$ cat src/rtl/imem_loader_pkg.sv
`default_nettype none
// ============================================================================
// Module      : imem_loader_pkg
// Description : Shared types and constants for the instruction-memory boot
//               loader: FSM state encoding and stream framing sizes.
// Revision    : 1.0 - initial release
// ============================================================================
package imem_loader_pkg;

    // Loader FSM states
    typedef enum logic [2:0] {
        IDLE = 3'd0,
        HDR  = 3'd1,
        DATA = 3'd2,
        DONE = 3'd3,
        ERR  = 3'd4
    } loader_state_t;

    // Length header is two bytes, LSB first
    localparam int HDR_BYTES  = 2;
    // Instruction words are four bytes, little-endian
    localparam int WORD_BYTES = 4;

endpackage : imem_loader_pkg
`default_nettype wire

$ cat src/rtl/imem_word_packer.sv
`default_nettype none
// ============================================================================
// Module      : imem_word_packer
// Description : Assembles a little-endian instruction word from a byte
//               stream. Byte j of a word lands in bits [8j+7:8j].
// Revision    : 1.0 - initial release
//
// Ports:
//   clk        in   clock
//   rst        in   synchronous active-high reset
//   clr        in   synchronous clear of byte index and partial word
//   byte_en    in   accept byte_in this cycle
//   byte_in    in   stream byte
//   word_out   out  assembled word including the byte being accepted
//   word_ready out  high in the cycle whose byte completes a word
// ============================================================================
module imem_word_packer
    import imem_loader_pkg::*;
(
    input  logic                    clk,
    input  logic                    rst,
    input  logic                    clr,
    input  logic                    byte_en,
    input  logic [7:0]              byte_in,
    output logic [8*WORD_BYTES-1:0] word_out,
    output logic                    word_ready
);

    localparam int c_IDX_W = $clog2(WORD_BYTES);

    logic [c_IDX_W-1:0]      r_idx;
    logic [8*WORD_BYTES-1:0] r_word;
    logic [8*WORD_BYTES-1:0] w_word;

    // Merge the incoming byte combinationally so the parent can register the
    // complete word on the same edge that accepts the final byte.
    always_comb begin
        w_word                = r_word;
        w_word[8*r_idx +: 8]  = byte_in;
    end

    assign word_out   = w_word;
    assign word_ready = byte_en && (r_idx == c_IDX_W'(WORD_BYTES - 1));

    // The index wraps naturally after the last byte; stale bytes of the
    // previous word are all overwritten before the next word_ready.
    always_ff @(posedge clk) begin
        if (rst || clr) begin
            r_idx  <= '0;
            r_word <= '0;
        end else if (byte_en) begin
            r_word <= w_word;
            r_idx  <= r_idx + 1'b1;
        end
    end

endmodule : imem_word_packer
`default_nettype wire

$ cat src/rtl/imem_loader.sv
`default_nettype none
// ============================================================================
// Module      : imem_loader
// Description : Boot-time instruction memory writer. Receives a 2-byte word
//               count followed by little-endian instruction words, issues one
//               registered write per word and holds the core in reset until
//               the image is complete.
// Revision    : 1.0 - initial release
//
// Ports:
//   clk        in   clock
//   rst        in   synchronous active-high reset
//   start      in   pulse that begins a load (ignored while loading)
//   in_valid   in   byte source has data
//   in_data    in   stream byte
//   in_ready   out  loader accepts a byte (decoded from state only)
//   mem_we     out  one-cycle write strobe
//   mem_addr   out  word-aligned byte address
//   mem_wdata  out  instruction word
//   cpu_hold   out  core reset hold; falls one cycle after done rises
//   done       out  image fully written
//   error      out  header count exceeded DEPTH
// ============================================================================
module imem_loader
    import imem_loader_pkg::*;
#(
    parameter int DEPTH = 256,
    parameter int CNT_W = 16
)(
    input  logic        clk,
    input  logic        rst,
    input  logic        start,
    input  logic        in_valid,
    input  logic [7:0]  in_data,
    output logic        in_ready,
    output logic        mem_we,
    output logic [31:0] mem_addr,
    output logic [31:0] mem_wdata,
    output logic        cpu_hold,
    output logic        done,
    output logic        error
);

    localparam int c_WC_W      = $clog2(DEPTH) + 1;
    localparam int c_HDR_IDX_W = (HDR_BYTES > 1) ? $clog2(HDR_BYTES) : 1;

    loader_state_t           r_state;
    loader_state_t           w_state_nxt;

    logic [c_HDR_IDX_W-1:0]  r_hdr_idx;
    logic [7:0]              r_count_lo;
    logic [CNT_W-1:0]        r_count;
    logic [c_WC_W-1:0]       r_word_cnt;
    logic                    r_mem_we;
    logic [31:0]             r_mem_addr;
    logic [31:0]             r_mem_wdata;
    logic                    r_cpu_hold;

    logic                    w_accept;
    logic                    w_start_ok;
    logic                    w_hdr_acc;
    logic                    w_hdr_last;
    logic [CNT_W-1:0]        w_count;
    logic                    w_byte_en;
    logic [31:0]             w_word;
    logic                    w_word_ready;
    logic                    w_last_word;

    // ------------------------------------------------------------------
    // Handshake and decode
    // ------------------------------------------------------------------
    assign in_ready   = (r_state == HDR) || (r_state == DATA);
    assign w_accept   = in_valid && in_ready;
    assign w_start_ok = start &&
                        ((r_state == IDLE) || (r_state == DONE) || (r_state == ERR));

    assign w_hdr_acc  = w_accept && (r_state == HDR);
    assign w_hdr_last = w_hdr_acc && (r_hdr_idx == c_HDR_IDX_W'(HDR_BYTES - 1));
    assign w_count    = CNT_W'({in_data, r_count_lo});

    assign w_byte_en  = w_accept && (r_state == DATA);
    // The word being completed is index r_word_cnt; it is the last when
    // r_word_cnt + 1 equals the header count.
    assign w_last_word = w_word_ready &&
                         ((32'(r_word_cnt) + 32'd1) == 32'(r_count));

    // ------------------------------------------------------------------
    // Byte-to-word assembly
    // ------------------------------------------------------------------
    imem_word_packer u_packer (
        .clk        (clk),
        .rst        (rst),
        .clr        (w_start_ok),
        .byte_en    (w_byte_en),
        .byte_in    (in_data),
        .word_out   (w_word),
        .word_ready (w_word_ready)
    );

    // ------------------------------------------------------------------
    // FSM
    // ------------------------------------------------------------------
    always_ff @(posedge clk) begin
        if (rst) begin
            r_state <= IDLE;
        end else begin
            r_state <= w_state_nxt;
        end
    end

    always_comb begin
        w_state_nxt = r_state;
        case (r_state)
            IDLE, DONE, ERR: begin
                if (start) begin
                    w_state_nxt = HDR;
                end
            end
            HDR: begin
                if (w_hdr_last) begin
                    if (w_count == '0) begin
                        w_state_nxt = DONE;
                    end else if (32'(w_count) > 32'(DEPTH)) begin
                        w_state_nxt = ERR;
                    end else begin
                        w_state_nxt = DATA;
                    end
                end
            end
            DATA: begin
                if (w_last_word) begin
                    w_state_nxt = DONE;
                end
            end
            default: begin
                w_state_nxt = IDLE;
            end
        endcase
    end

    // ------------------------------------------------------------------
    // Datapath registers
    // ------------------------------------------------------------------
    always_ff @(posedge clk) begin
        if (rst) begin
            r_hdr_idx   <= '0;
            r_count_lo  <= '0;
            r_count     <= '0;
            r_word_cnt  <= '0;
            r_mem_we    <= 1'b0;
            r_mem_addr  <= '0;
            r_mem_wdata <= '0;
            r_cpu_hold  <= 1'b1;
        end else begin
            r_mem_we   <= w_word_ready;
            // Hold release trails done by one register stage so the final
            // write has landed before the core's first fetch.
            r_cpu_hold <= (r_state != DONE);

            if (w_start_ok) begin
                r_hdr_idx  <= '0;
                r_word_cnt <= '0;
                r_mem_addr <= '0;
            end

            if (w_hdr_acc) begin
                r_hdr_idx <= r_hdr_idx + 1'b1;
                if (r_hdr_idx == '0) begin
                    r_count_lo <= in_data;
                end
                if (w_hdr_last) begin
                    r_count <= w_count;
                end
            end

            if (w_word_ready) begin
                r_mem_addr  <= {{(32 - c_WC_W - 2){1'b0}}, r_word_cnt, 2'b00};
                r_mem_wdata <= w_word;
                r_word_cnt  <= r_word_cnt + 1'b1;
            end
        end
    end

    assign mem_we    = r_mem_we;
    assign mem_addr  = r_mem_addr;
    assign mem_wdata = r_mem_wdata;
    assign cpu_hold  = r_cpu_hold;
    assign done      = (r_state == DONE);
    assign error     = (r_state == ERR);

endmodule : imem_loader
`default_nettype wire

$ cat config.mk
export PLATFORM = sky130hd
export DESIGN_NAME = imem_loader
export DESIGN_NICKNAME = d
export VERILOG_FILES = /design/src/rtl/imem_loader_pkg.sv /design/src/rtl/imem_word_packer.sv /design/src/rtl/imem_loader.sv
export SDC_FILE = /design/constraint.sdc
export NUM_CORES = 1
export LEC_CHECK = 0
export CELL_PAD_IN_SITES_DETAIL_PLACEMENT = 1
export CELL_PAD_IN_SITES_GLOBAL_PLACEMENT = 1
export CORE_MARGIN = 1.5
export CORE_UTILIZATION = 39
export DETAILED_ROUTE_END_ITERATION = 6
export PLACE_DENSITY = 0.75
export SLEW_MARGIN = 40
export SYNTH_ARGS = -nofsm -noshare
export SYNTH_HDL_FRONTEND = slang
export SYNTH_SLANG_ARGS = --single-unit
$ cat constraint.sdc
create_clock -name clk -period 3.09 [get_ports clk]
set_input_delay 0.927 -clock clk [delete_from_list [all_inputs] [get_ports clk]]
set_output_delay 0.927 -clock clk [all_outputs]
set_load 0.02 [all_outputs]
==> tab_implementation.tex, run 1 <==
\begin{tabular}{lr}
\hline
Metric & Value \\
\hline
\multicolumn{2}{l}{\textbf{Timing}} \\
Worst slew margin & 0.566 \\
Final cycle utilization of the critical path & 0.881 \\
Transition at the pin with the smallest max-transition slack & around 0.64 ns \\
Worst slack on hold paths & roughly 0.45 ns \\
Final hold violation count & 0 \\
Count of pins over their slew limit & 0 \\
Final setup vio count & 0 \\
Post-layout minimum cycle time & $\sim$2.7 ns \\
Maximum operating frequency & 367 MHz \\
Layout Skew & between 0.007 and 0.008 ns \\
Setup TNS after final layout & 0 ns \\
Unrepaired setup endpoints after global routing & no \\
\multicolumn{2}{l}{\textbf{Global routing}} \\
Initial antenna violation count & 0 \\
Wire length of the first global-routing pass & 20.2 mm \\
Overall track demand over capacity in global routing & 0.201 \\
Largest net degree at the start of global routing & 55 \\
Vias in the first global route & 3955 \\
Global-route congestion overflow total & 0 \\
\multicolumn{2}{l}{\textbf{Yosys}} \\
Instance count of the mapped netlist & 546 \\
Flops \& latches, synth & roughly 110 \\
Portion of the post-synthesis area used by sequential elements & 0.447 \\
Syn Std Cell Area & about 4700 sq um \\
Leading register cell type out of synthesis & sky130\_fd\_sc\_hd\_\_dfxtp\_1 \\
Synth Warn \# & 0 \\
Fraction of synthesized cell area in xor and xnor cells & 0.0203 \\
Combinational family with the most area after synthesis & simple AND/OR/NAND/NOR gates \\
Fraction of the mapped netlist area in compound gates & 0.182 \\
Post-synth EDFFs & 0 \\
Adder-cell share of the synthesized area & 0.0158 \\
Average footprint of a synthesized cell & 8.69 sq um \\
Share of synthesized cell area in and, or, nand and nor gates & 0.198 \\
Multiplexer fraction of the synthesized cell area & 0.0528 \\
Number of distinct library cells after synthesis & 54 \\
Post-synth ARST share & 0 \\
\multicolumn{2}{l}{\textbf{Setup path}} \\
Worst setup startpoint & r\_state[1] \\
Buf/Inv on CP & 2 \\
Worst path required time & around 2.2 ns \\
Worst R2R End & r\_state[0] \\
Worst endpoint data arrival time & between 1.5 and 2 ns \\
Critical path class & reg2out \\
Worst stage delay on the critical path & 0.62 ns \\
Critical Path End Type & output pin \\
CP top delay family & buffers and inverters \\
Ordered cell list for the critical path & inv\_1 > nand2\_1 > a21oi\_1 > clkdlybuf4s50\_1 \\
Max Fanout on Critical Path & 10 \\
Worst Reg2Reg Path Length in Cells & 6 \\
CP max-delay cell & sky130\_fd\_sc\_hd\_\_clkdlybuf4s50\_1 \\
Worst setup SP type & flop \\
Origin of the critical flop-to-flop path & r\_word\_cnt[0] \\
Register-to-register setup slack & between 0.5 and 0.6 ns \\
\multicolumn{2}{l}{\textbf{Worst hold path}} \\
Hold/Removal Path Class & reg2reg \\
Hold wc startpoint & mem\_wdata[26] \\
End point of the most critical hold path & mem\_wdata[26] \\
Hold Path Stages & 2 \\
\multicolumn{2}{l}{\textbf{Drt}} \\
Routed wire per std cell & between 15 and 20 um \\
Detailed-route DRC error count & 0 \\
Total detailed-routing wirelength & between 10 and 15 mm \\
First-pass iteration count of the detailed router & 4 \\
Final antenna-violating net count & 0 \\
Avg Vias per Cell & 5.37 \\
Vias after detailed routing & 3965 \\
Initial detailed-routing violation count & 119 \\
\multicolumn{2}{l}{\textbf{Placed design}} \\
Final RePlAce weighted congestion & roughly 0.79 \\
Number of buffers added on ports & 57 \\
Placed inst area & between 5000 and 6000 sq um \\
Detailed-placement wirelength estimate & 8.75 mm \\
\multicolumn{2}{l}{\textbf{Die}} \\
Die Width & 113 um \\
Effective utilization at floorplan & 0.398 \\
Floorplan Core Area & about 12000 sq um \\
Site Rows & 40 \\
Die Footprint & 12800 sq um \\
Count of boundary I/O pins & 81 \\
Vertical die dimension & approximately 110 um \\
\multicolumn{2}{l}{\textbf{Clock network}} \\
Clock insertion delay at the later pin of the skew report & between 0.3 and 0.4 ns \\
CTS Sinks & between 100 and 150 \\
Count of instances resized after the clock tree is built & 0 \\
CTS tree & yes \\
Max H-tree Level & 3 \\
Post-CTS setup buffers & 0 \\
Root Buffer & sky130\_fd\_sc\_hd\_\_clkbuf\_16 \\
Reg clk slew, reported paths & 0.07 ns \\
Maximum buffer depth of the clock tree & 2 \\
Num CTS Buffers & 9 \\
Number of buffers inserted by hold repair at cts & 0 \\
\multicolumn{2}{l}{\textbf{Final layout}} \\
Total number of nets in the final design & roughly 610 \\
Layout cells sized above 1 & 0.0711 \\
Ant. Diodes & 0 \\
Syn-to-layout area delta & 18.7\% \\
Post-layout instance area & about 5600 sq um \\
Fill cells & 1399 \\
\multicolumn{2}{l}{\textbf{Flow run}} \\
Max-capacitance violation count & 0 \\
\multicolumn{2}{l}{\textbf{Power and ir drop}} \\
Leakage component of the power & $\sim$0.0021 uW \\
PwrDens & about 460 nW/um\^{}2 \\
Max VDD drop & approximately 0.00030 V \\
Post-route total power & around 2600 uW \\
\multicolumn{2}{l}{\textbf{Run status}} \\
Outcome & completed \\
\hline
\end{tabular}
[routing by layer]
metal	global-route usage	wire [um]	up-vias
met5	0	0	-
li1	-	-	1946
met3	0.0466	375	20
met1	0.226	5410	1936
met2	0.373	6470	63
met4	0.0625	224	0
[through the flow]
stage                     cells  worst slack (ns)   util
after floorplan             568             0.770      -
after global placement      724             0.276  0.450
after detailed placement    724             0.154  0.450
after CTS                   738             0.342  0.472
after global routing        738             0.235  0.473
final                       738             0.367  0.473
[cell usage after synthesis (2+ instances only)]
master	number	area, sq um
sky130_fd_sc_hd__and3_1	4	25.0
sky130_fd_sc_hd__a221oi_1	3	26.3
sky130_fd_sc_hd__dfxtp_1	106	2120
sky130_fd_sc_hd__nand3b_1	2	15.0
sky130_fd_sc_hd__a31oi_1	2	12.5
sky130_fd_sc_hd__or4_1	2	15.0
sky130_fd_sc_hd__mux2i_1	25	250
sky130_fd_sc_hd__nor3_1	10	50.1
sky130_fd_sc_hd__nor3b_1	2	15.0
sky130_fd_sc_hd__buf_2	12	60.1
sky130_fd_sc_hd__buf_4	25	188
sky130_fd_sc_hd__nand3_2	2	20.0
sky130_fd_sc_hd__nand3_1	8	40.0
sky130_fd_sc_hd__nor4_1	7	43.8
sky130_fd_sc_hd__o41ai_1	2	17.5
sky130_fd_sc_hd__clkbuf_1	24	90.1
sky130_fd_sc_hd__nand2_1	30	113
sky130_fd_sc_hd__nor2_1	94	353
sky130_fd_sc_hd__o21ai_0	11	55.1
sky130_fd_sc_hd__inv_1	7	26.3
sky130_fd_sc_hd__ha_1	6	75.1
sky130_fd_sc_hd__and2_1	5	31.3
sky130_fd_sc_hd__nand4_1	2	12.5
sky130_fd_sc_hd__xnor2_1	7	61.3
sky130_fd_sc_hd__nand2b_1	2	12.5
sky130_fd_sc_hd__a21oi_1	35	175
sky130_fd_sc_hd__nor2b_1	16	100
sky130_fd_sc_hd__a22o_1	10	87.6
sky130_fd_sc_hd__a211oi_1	43	323
sky130_fd_sc_hd__xor2_1	4	35.0
sky130_fd_sc_hd__a22oi_1	8	60.1
sky130_fd_sc_hd__o21a_1	2	15.0
sky130_fd_sc_hd__buf_1	6	22.5
sky130_fd_sc_hd__or3_1	2	12.5
[registers in the layout, summed over array words and instances, names as in the netlist]
| name | cells |
|---|---|
| r_hdr_idx | 1 |
| r_word_cnt | 9 |
| mem_we | 1 |
| r_count | 16 |
| r_count_lo | 8 |
| cpu_hold | 1 |
| mem_wdata | 32 |
| u_packer.r_word | 24 |
| r_state | 3 |
| u_packer.r_idx | 2 |
| mem_addr | 9 |
[layout make-up]
cell class	instances	area [sq um]	share of cell area
Timing Repair Buffer	77	716	0.127
Tap cell	147	184	0.0327
Clock buffer	12	246	0.0438
Inverter	8	30.0	0.00533
Sequential cell	106	2120	0.377
Multi-Input combinational cell	386	2320	0.412
Clock inverter	2	13.8	0.00244
[cell usage in the layout, fill, tap and decap left out, drive strengths merged, types with 3 or more instances in the layout]
master | netlist | routed
dfxtp | 106 | 106
nor2 | 95 | 95
clkdlybuf4s50 | 0 | 56
a211oi | 43 | 43
a21oi | 35 | 35
nand2 | 30 | 30
mux2i | 25 | 25
conb | 1 | 23
buf | 43 | 21
nor2b | 16 | 16
clkbuf | 25 | 12
o21ai | 11 | 11
nor3 | 10 | 10
a22o | 10 | 10
nand3 | 10 | 10
a22oi | 8 | 8
inv | 7 | 8
nor4 | 7 | 7
xnor2 | 7 | 7
ha | 6 | 6
and2 | 5 | 5
xor2 | 4 | 4
and3 | 4 | 4
a221oi | 3 | 3
a31oi | 3 | 3
nand4 | 3 | 3
[power breakdown]
part | switching, uW | internal (uW) | total, uW
clock | 491 | 562 | 1050
combinational | 112 | 55.7 | 168
sequential | 11.9 | 1370 | 1390
[tightest hold or removal path, cell delays in order (launching register included)]
cell and delay (ns):
sky130_fd_sc_hd__dfxtp_1 0.31, sky130_fd_sc_hd__nand2_1 0.05, sky130_fd_sc_hd__a21oi_1 0.05
[worst max-delay path by stage]
| stage | slack [ns] | end | cells past startpoint |
|---|---|---|---|
| after floorplan | 0.77 | r_state[0] | 7 |
| after global placement | 0.28 | r_word_cnt[6] | 7 |
| after detailed placement | 0.15 | r_word_cnt[6] | 7 |
| after CTS | 0.34 | in_ready | 4 |
| after global routing | 0.23 | in_ready | 4 |
| final | 0.37 | in_ready | 4 |
[logic make-up after synthesis]
| kind of cell | after synthesis |
|---|---|
| compound gates | 125 |
| xor+xnor | 11 |
| fa+ha+maj | 6 |
| buf+inv | 76 |
| flops | 106 |
| mux | 25 |
| other cells | 1 |
| simple gates | 196 |
No activity file was read; power rests on OpenSTA's default activity.
==> inputs of run 2 (changes only) <==
--- a/config.mk
+++ b/config.mk
@@ -5,12 +5,10 @@
 export SDC_FILE = /design/constraint.sdc
 export NUM_CORES = 1
 export LEC_CHECK = 0
-export CELL_PAD_IN_SITES_DETAIL_PLACEMENT = 1
-export CELL_PAD_IN_SITES_GLOBAL_PLACEMENT = 1
 export CORE_MARGIN = 1.5
-export CORE_UTILIZATION = 39
+export CORE_UTILIZATION = 40
 export DETAILED_ROUTE_END_ITERATION = 6
-export PLACE_DENSITY = 0.75
+export PLACE_DENSITY = 0.6
 export SLEW_MARGIN = 40
 export SYNTH_ARGS = -nofsm -noshare
 export SYNTH_HDL_FRONTEND = slang
==> run 2 against run 1 <==
Compared with the run above: sequential cell count unchanged; largest cell class unchanged; highest routed layer unchanged; largest power group unchanged; critical endpoint unchanged; first-iteration DRC count increased to 2.5 times the previous value; worst setup slack improved by 0.049 ns.
==> tab_implementation.tex, run 2 (same netlist as run 1, synthesis figures left out) <==
\begin{tabular}{lr}
\hline
Metric & Value \\
\hline
\multicolumn{2}{l}{\textbf{Timing}} \\
Final cycle utilization of the critical path & 0.865 (-0.0160) \\
Final setup vio count & 0 (unchanged) \\
Post-layout worst setup margin & 0.417 ns (+0.0494 ns) \\
Final hold violation count & 0 (unchanged) \\
Setup TNS after final layout & 0 ns (unchanged) \\
Worst slew margin & 0.450 (-0.116) \\
Maximum operating frequency & 374 MHz (+1.8\%) \\
Layout Skew & 0.0127 ns (+0.00477 ns) \\
Transition at the pin with the smallest max-transition slack & 0.822 ns (+0.179 ns) \\
Unrepaired setup endpoints after global routing & no \\
Post-layout minimum cycle time & 2.67 ns (-0.0494 ns) \\
Count of pins over their slew limit & 0 (unchanged) \\
\multicolumn{2}{l}{\textbf{Drt}} \\
First-pass iteration count of the detailed router & 5 (+1) \\
Avg Vias per Cell & 5.27 (-1.8\%) \\
Final antenna-violating net count & 0 (unchanged) \\
Detailed-route DRC error count & 0 (unchanged) \\
Vias after detailed routing & 3877 (-2.2\%) \\
Routed wire per std cell & 14.9 um (-12\%) \\
Total detailed-routing wirelength & 10.9 mm (-12\%) \\
Initial detailed-routing violation count & 300 (+150\%) \\
\multicolumn{2}{l}{\textbf{Clock network}} \\
CTS tree & yes \\
Clock insertion delay at the later pin of the skew report & 0.35 ns (about the same) \\
Root Buffer & sky130\_fd\_sc\_hd\_\_clkbuf\_16 \\
Post-CTS setup buffers & 0 (unchanged) \\
Num CTS Buffers & 9 (unchanged) \\
Number of buffers inserted by hold repair at cts & 0 (unchanged) \\
Count of instances resized after the clock tree is built & 0 (unchanged) \\
Max H-tree Level & 3 (unchanged) \\
Maximum buffer depth of the clock tree & 2 (unchanged) \\
CTS Sinks & 106 (unchanged) \\
Reg clk slew, reported paths & 0.06 ns (about the same) \\
\multicolumn{2}{l}{\textbf{Final layout}} \\
Layout cells sized above 1 & 0.0760 (+0.00495) \\
Syn-to-layout area delta & 19.3\% \\
Number of flip-flops in the largest register & 32 (unchanged) \\
Commonest non-fill, non-tap cells in the layout & sky130\_fd\_sc\_hd\_\_dfxtp\_1, sky130\_fd\_sc\_hd\_\_nor2\_1, sky130\_fd\_sc\_hd\_\_clkdlybuf4s50\_1, sky130\_fd\_sc\_hd\_\_a211oi\_1, sky130\_fd\_sc\_hd\_\_a21oi\_1 \\
Ant. Diodes & 0 (unchanged) \\
Most common library cell in the layout ignoring fill and taps & sky130\_fd\_sc\_hd\_\_dfxtp\_1 \\
Fill cells & 1080 (-23\%) \\
Total number of nets in the final design & 605 (-0.17\%) \\
\multicolumn{2}{l}{\textbf{Setup path}} \\
Worst Reg2Reg Path Length in Cells & 6 (unchanged) \\
Max Fanout on Critical Path & 10 (unchanged) \\
Critical path class & reg2out \\
CP max-delay cell & sky130\_fd\_sc\_hd\_\_clkdlybuf4s50\_1 \\
Worst path required time & 2.16 ns (about the same) \\
Critical Path End Type & output pin \\
Worst setup SP type & flop \\
Worst endpoint data arrival time & 1.75 ns (-0.05 ns) \\
Ordered cell list for the critical path & inv\_1 > nand2\_1 > a21oi\_1 > clkdlybuf4s50\_1 \\
Worst stage delay on the critical path & 0.62 ns (about the same) \\
\multicolumn{2}{l}{\textbf{Worst hold path}} \\
Hold Path Stages & 2 (unchanged) \\
Hold/Removal Path Class & reg2reg \\
\multicolumn{2}{l}{\textbf{Power and ir drop}} \\
Max VDD drop & 0.000429 V (+42\%) \\
PwrDens & 481 nW/um\^{}2 (+3.9\%) \\
Leakage component of the power & 0.00208 uW (+0.84\%) \\
\multicolumn{2}{l}{\textbf{Run status}} \\
Outcome & completed \\
\multicolumn{2}{l}{\textbf{Flow run}} \\
Max-capacitance violation count & 0 (unchanged) \\
\multicolumn{2}{l}{\textbf{Global routing}} \\
Wire length of the first global-routing pass & 18.3 mm (-9.3\%) \\
Largest net degree at the start of global routing & 55 (unchanged) \\
Overall track demand over capacity in global routing & 0.181 (-0.0194) \\
Initial antenna violation count & 0 (unchanged) \\
Global-route congestion overflow total & 0 (unchanged) \\
Vias in the first global route & 3699 (-6.5\%) \\
\multicolumn{2}{l}{\textbf{Die}} \\
Floorplan Core Area & 11500 sq um (-3.7\%) \\
Site Rows & 39 (-2.5\%) \\
Effective utilization at floorplan & 0.414 (+0.0154) \\
Count of boundary I/O pins & 81 (unchanged) \\
Die Width & 112 um (-1.2\%) \\
Vertical die dimension & 112 um (-1.2\%) \\
Die Footprint & 12500 sq um (-2.4\%) \\
\multicolumn{2}{l}{\textbf{Placed design}} \\
Placement-stage worst setup slack & 0.241 ns (+0.0870 ns) \\
Final RePlAce weighted congestion & 0.817 (+3.5\%) \\
Detailed-placement wirelength estimate & 7.63 mm (-13\%) \\
Number of buffers added on ports & 57 (unchanged) \\
\hline
\end{tabular}
run 2: path summary, 6_finish.rpt:
path	end	slack, ns	from
worst max register to register	r_state[0]	0.52	r_word_cnt[0]
worst min register to register	mem_wdata[27]	0.46	mem_wdata[27]
worst min-delay path	mem_wdata[27]	0.46	mem_wdata[27]
worst max-delay path	in_ready	0.42	r_state[1]
run 2: per-layer routing:
metal | vias up | GRT usage | routed length, um
met2 | 91 | 0.296 | 5200
met5 | - | 0 | 0
met4 | 0 | 0.0599 | 185
li1 | 1949 | - | -
met1 | 1823 | 0.239 | 5110
met3 | 14 | 0.0386 | 429
run 2: critical path, delay by kind of cell (launching register included):
kind                   cells  cell delay, ns
AOI/OAI and AO/OA          1            0.16
buffers and inverters      2            0.78
DFF                        1            0.39
and+or+nand+nor            1            0.09
run 2: layout make-up:
| type | instances | area, sq um | share of cell area |
|---|---|---|---|
| multi-input combinational | 386 | 2310 | 0.408 |
| inverter | 8 | 30.0 | 0.00531 |
| timing repair buffer | 76 | 708 | 0.125 |
| tap | 143 | 179 | 0.0316 |
| clock buffer | 10 | 239 | 0.0422 |
| clock inverter | 6 | 71.3 | 0.0126 |
| sequential | 106 | 2120 | 0.375 |
run 2: through the flow:
step	utilization	hold WS [ns]	instance area (sq um)	instances	total power [uW]
2_1_floorplan	-	0.455	4820	568	1550
3_3_place_gp	0.466	0.449	5350	719	1580
3_5_place_dp	0.466	0.451	5350	719	1580
4_1_cts	0.493	0.461	5660	735	2750
5_1_grt	0.493	0.490	5660	735	2830
6_report	0.493	0.457	5660	735	2720
run 2: power breakdown:
group	total, uW	internal (uW)	switching [uW]
logic	163	54.9	108
clock network	1170	659	515
registers	1390	1370	11.2
==> variant 1: new RTL, settings of run 2 <==
Re-encode `loader_state_t` (5 states) as Gray code, 3 bits wide.
--- a/src/rtl/imem_loader_pkg.sv
+++ b/src/rtl/imem_loader_pkg.sv
@@ -9,11 +9,11 @@
 
     // Loader FSM states
     typedef enum logic [2:0] {
-        IDLE = 3'd0,
-        HDR  = 3'd1,
-        DATA = 3'd2,
-        DONE = 3'd3,
-        ERR  = 3'd4
+        IDLE = 3'b000,
+        HDR  = 3'b001,
+        DATA = 3'b011,
+        DONE = 3'b010,
+        ERR  = 3'b110
     } loader_state_t;
 
     // Length header is two bytes, LSB first
Formal check against the unedited RTL: same outputs for any inputs over 10 cycles, from zero or initial values and one cycle with rst high; not proved beyond that.
==> variant 1 against run 2 <==
The flow now finishes with violations (DRC). Final area up 0.73%. Via count down 1.2%. Power up 9.5%. Setup slack worse by 0.097 ns. Critical path depth down 2. Wire length down 0.98%. Non-clock buffer count up 1. Worst hold slack better by 0.0063 ns. Sequential cell count unchanged. Area after synthesis up 0.42%. Count of clock-buffer cells in the layout unchanged. Largest cell class unchanged.
==> variant 1: results (changes against run 2) <==
| Metric | Value |
|---|---|
| Status | complete, but fails checks |
| Failing checks | DRC |
| Lkg Pwr | 2.14 nW (+2.7%) |
| Most instantiated cells after synthesis | dfxtp_1, nor2_1, a211oi_1 |
| Worst-margin pin slew | 0.606 ns (-0.216 ns) |
| Global-route usage over all layers | 17.8% (-0.29 points) |
| Seq/Total Area, Yosys | 44.6% (-0.19 points) |
| DP HPWL | 7540 µm (-1.2%) |
| Placed Cells incl. Taps | 711 (-1.1%) |
| Routed len/inst | 14.9 µm (+0.11%) |
| Residual DRC | 12 (+12) |
| Total CTS buffers | 9 (unchanged) |
| TritonRoute pass-1 iters | 6 (+1) |
| Worst Hold Class | flop to flop |
| Crit path max fanout | 7 (-3) |
| Largest net degree at the start of global routing | 57 (+3.6%) |
| Initial DRC Count | 245 (-18%) |
| Critical path's slowest cell | clkdlybuf4s50_1 |
| Clock skew | 0.00556 ns (-0.00710 ns) |
| Nets | 597 (-1.3%) |
| Dominant cells by area after synthesis | dfxtp_1, a211oi_1, nor2_1 |
| Layout cell share with drive strength beyond 1 | 7.71% (+0.10 points) |
| Vias in the first global route | 3643 (-1.5%) |
| Synth Area per Inst | 8.84 µm² (+1.7%) |
| Via density | 5.27 (about the same) |
| Fillers | 1097 (+1.6%) |
| Clk buf depth | 2 (unchanged) |
| VDD IR max | 0.000268 V (-38%) |
| First-pass GRT wire length | 18000 µm (-1.8%) |
| Yosys cell types | 57 (+5.6%) |
| Gpl congestion | 0.784 (-4.0%) |
| Via count | 3832 (-1.2%) |
| Worst path arrival time | 1.84 ns (+0.09 ns) |
| Largest stage delay, worst path | 0.68 ns (+0.06 ns) |
==> variant 1: changes by cell type after synthesis, moves of 5 or more <==
cell / delta
a22o_1: +5
nor2_1: -13
nor4_1: -5
buf_4: +5
mux2i_1: -9
nand2_1: -5
o21ai_0: +7
==> variant 1: layout make-up <==
cell class / count / share of cell area [%]
multi-input cells: 377 / 40.3
flip-flops and latches: 106 / 37.2
repair buffers: 77 / 12.8
clock buffers: 10 / 4.02
well taps: 143 / 3.14
clock inverters: 6 / 2.00
inverters: 8 / 0.527
==> variant 1: worst paths after layout <==
kind	startpoint	end	slack, ns	cells after the start
min reg2reg	mem_wdata[31]$_SDFFE_PP0P_	mem_wdata[31]$_SDFFE_PP0P_	0.46	2
max	r_state[0]$_SDFFE_PP0P_	in_ready	0.32	2
min	mem_wdata[31]$_SDFFE_PP0P_	mem_wdata[31]$_SDFFE_PP0P_	0.46	2
max reg2reg	u_packer.r_idx[0]$_SDFFE_PP0P_	u_packer.r_word[18]$_SDFFE_PP0P_	0.95	6
==> variant 1: per-stage QoR <==
stage,utilization (%),setup WS [ns]
CTS,49.4,0.325
detailed placement,46.4,0.278
floorplan,-,0.996
global route,49.5,0.275
global placement,46.4,0.316
finish,49.5,0.320
==> variant 1: per-layer routing <==
layer,track usage (%),share of wire (%)
met5,0,0
met4,7.51,2.0
met3,2.92,3.7
met2,29.0,46
met1,23.6,49
==> variant 1: cell families (layout without fill, tap and decap cells) <==
logic type	count (synthesis)	count (layout)	share of synthesized area (%)
AOI/OAI and AO/OA	142	142	20.4
xor gates and xnor gates	12	12	2.21
adders and majority gates	6	6	1.58
buffers and inverters	78	101	9.12
DFF	106	106	44.6
muxes	16	16	3.36
other	1	23	0.0787
and+or+nand+nor	178	178	18.7
==> variant 1: power breakdown <==
| group | internal (mW) | switching [mW] | leakage [nW] |
|---|---|---|---|
| Clock | 0.795 | 0.519 | 0.159 |
| Sequential | 1.39 | 0.0248 | 0.855 |
| Combinational | 0.0890 | 0.167 | 1.13 |
| Total | 2.27 | 0.711 | 2.14 |
==> variant 1: worst min-delay path: stages (launching register included) <==
cell     delay [ns]
dfxtp_1        0.31
nand2_1        0.05
a21oi_1        0.05
==> variant 2: new RTL, settings of run 2 <==
Without the edit above. Set the package constant `HDR_BYTES` to 1 (it was 2).
--- a/src/rtl/imem_loader_pkg.sv
+++ b/src/rtl/imem_loader_pkg.sv
@@ -17,7 +17,7 @@
     } loader_state_t;
 
     // Length header is two bytes, LSB first
-    localparam int HDR_BYTES  = 2;
+    localparam int HDR_BYTES  = 1;
     // Instruction words are four bytes, little-endian
     localparam int WORD_BYTES = 4;
 
Function: changed (Yosys sat finds a counterexample within 4 cycles, from zero or initial values and one cycle with rst high).
==> variant 2 against run 2 <==
First-iteration DRC count is 42% lower. Wire length is 3.5% lower. Fmax is 0.20% lower. Final area is 6.9% lower. Setup slack worse by 0.0054 ns. Non-clock buffer count stayed put. Final cell count is 4.6% lower. Power is 11% lower. Sequential cell count is 8 lower. Area after synthesis is 5.4% lower.
==> variant 2: results (changes against run 2) <==
| Metric | Value |
|---|---|
| Clock Tree Root | clkbuf_8 |
| Dominant cells by area after synthesis | dfxtp_1, a211oi_1, nor2_1 |
| Seq/Total Area, Yosys | 43.7% (-1.0 points) |
| Layout cell share with drive strength beyond 1 | 9.45% (+1.8 points) |
| Yosys cell types | 64 (+19%) |
| VDD IR max | 0.000273 V (-36%) |
| Lkg Pwr | 1.86 nW (-11%) |
| Worst r2r src | r_word_cnt[0]$_SDFFE_PP0P_ |
| Hold_sp | r_count[1]$_SDFFE_PP0P_ |
| Post CTS Setup Buffer Count | 0 (unchanged) |
| Nets | 575 (-5.0%) |
| Yosys warning count | 0 (unchanged) |
| Reg2Reg Setup Slack | 0.65 ns (+0.13 ns) |
| Fillers | 1084 (+0.37%) |
| Total CTS buffers | 9 (unchanged) |
| Reg2Reg Depth | 7 (+1) |
| Detailed Route WL | 10500 µm (-3.5%) |
| I/O Buffers | 57 (unchanged) |
| Vias in the first global route | 3551 (-4.0%) |
| Initial DRC Count | 174 (-42%) |
| Hold endpoint | r_count[1]$_SDFFE_PP0P_ |
| First-pass GRT wire length | 17400 µm (-5.0%) |
| Global-route usage over all layers | 18.8% (+0.71 points) |
| Gpl congestion | 0.779 (-4.7%) |
| Placed Instance Area | 5060 µm² (-5.3%) |
| RR Endpoint | r_state[2]$_SDFFE_PP0P_ |
| Clock skew | 0.00854 ns (-0.00411 ns) |
| Max reg flops | 32 (unchanged) |
| Rel. slew slack | 63.8% (+19 points) |
| Most instantiated cells after synthesis | dfxtp_1, nor2_1, a21oi_1 |
| Status | finished, final reports clean |
| Worst hold stages | 2 (unchanged) |
| Largest net degree at the start of global routing | 49 (-11%) |
| Via density | 5.23 (-0.94%) |
| Worst-path clk slew | 0.08 ns (+0.02 ns) |
| Initial antenna violation count | 0 (unchanged) |
| DP HPWL | 7400 µm (-3.0%) |
| TritonRoute pass-1 iters | 4 (-1) |
variant 2: worst max-delay path, cell delays in order (launching register included):
cell             delay (ns)
dfxtp_1                0.52
and3b_1                0.26
clkdlybuf4s50_1        0.61
variant 2: cells by family (layout without fill, tap and decap cells):
group | after synthesis | count (layout) | synth area share [%]
fa+ha+maj | 6 | 6 | 1.67
compound gates | 139 | 139 | 21.1
simple gates | 179 | 179 | 20.4
buf+inv | 72 | 98 | 9.26
other cells | 1 | 23 | 0.0836
mux | 5 | 5 | 1.25
xor+xnor | 13 | 13 | 2.54
flops | 98 | 98 | 43.7
variant 2: per-stage QoR:
step | utilization, % | setup slack (ns) | hold WS [ns] | instances
after floorplan | - | 0.928 | 0.443 | 535
after global placement | 46.5 | 0.360 | 0.456 | 686
after CTS | 48.4 | 0.385 | 0.471 | 701
after global routing | 48.4 | 0.316 | 0.494 | 701
final | 48.4 | 0.411 | 0.468 | 701
after detailed placement | 46.5 | 0.312 | 0.459 | 686
variant 2: area by class of cell:
| cell class | instances | area (µm²) | share of cell area [%] |
|---|---|---|---|
| Multi-Input combinational cell | 365 | 2190 | 41.6 |
| Clock inverter | 5 | 78.8 | 1.50 |
| Timing Repair Buffer | 76 | 708 | 13.4 |
| Sequential cell | 98 | 1960 | 37.2 |
| Inverter | 7 | 26.3 | 0.499 |
| Tap cell | 140 | 175 | 3.32 |
| Clock buffer | 10 | 128 | 2.42 |
variant 2: worst max path at each step:
stage	startpoint	endpoint	slack, ns	cells past startpoint
after detailed placement	in_valid	r_state[2]$_SDFFE_PP0P_	0.31	6
final	r_state[0]$_SDFFE_PP0P_	done	0.41	2
after CTS	r_state[0]$_SDFFE_PP0P_	done	0.38	2
after floorplan	in_valid	r_state[2]$_SDFFE_PP0P_	0.93	5
after global placement	in_valid	r_state[2]$_SDFFE_PP0P_	0.36	6
after global routing	r_state[0]$_SDFFE_PP0P_	done	0.32	2
variant 2: routing by layer:
layer / share of wire, % / up-vias / GRT usage [%]
met2: 49 / 85 / 31.4
met1: 46 / 1720 / 23.9
met3: 3.9 / 21 / 3.71
li1: - / 1837 / -
met5: 0 / - / 0
met4: 1.9 / 0 / 7.24
variant 2: power by group:
part           leakage (nW)  internal (mW)  switching [mW]
Combinational         0.964         0.0868           0.154
Clock                 0.107          0.452           0.429
Sequential            0.790           1.28          0.0255
Total                  1.86           1.82           0.609
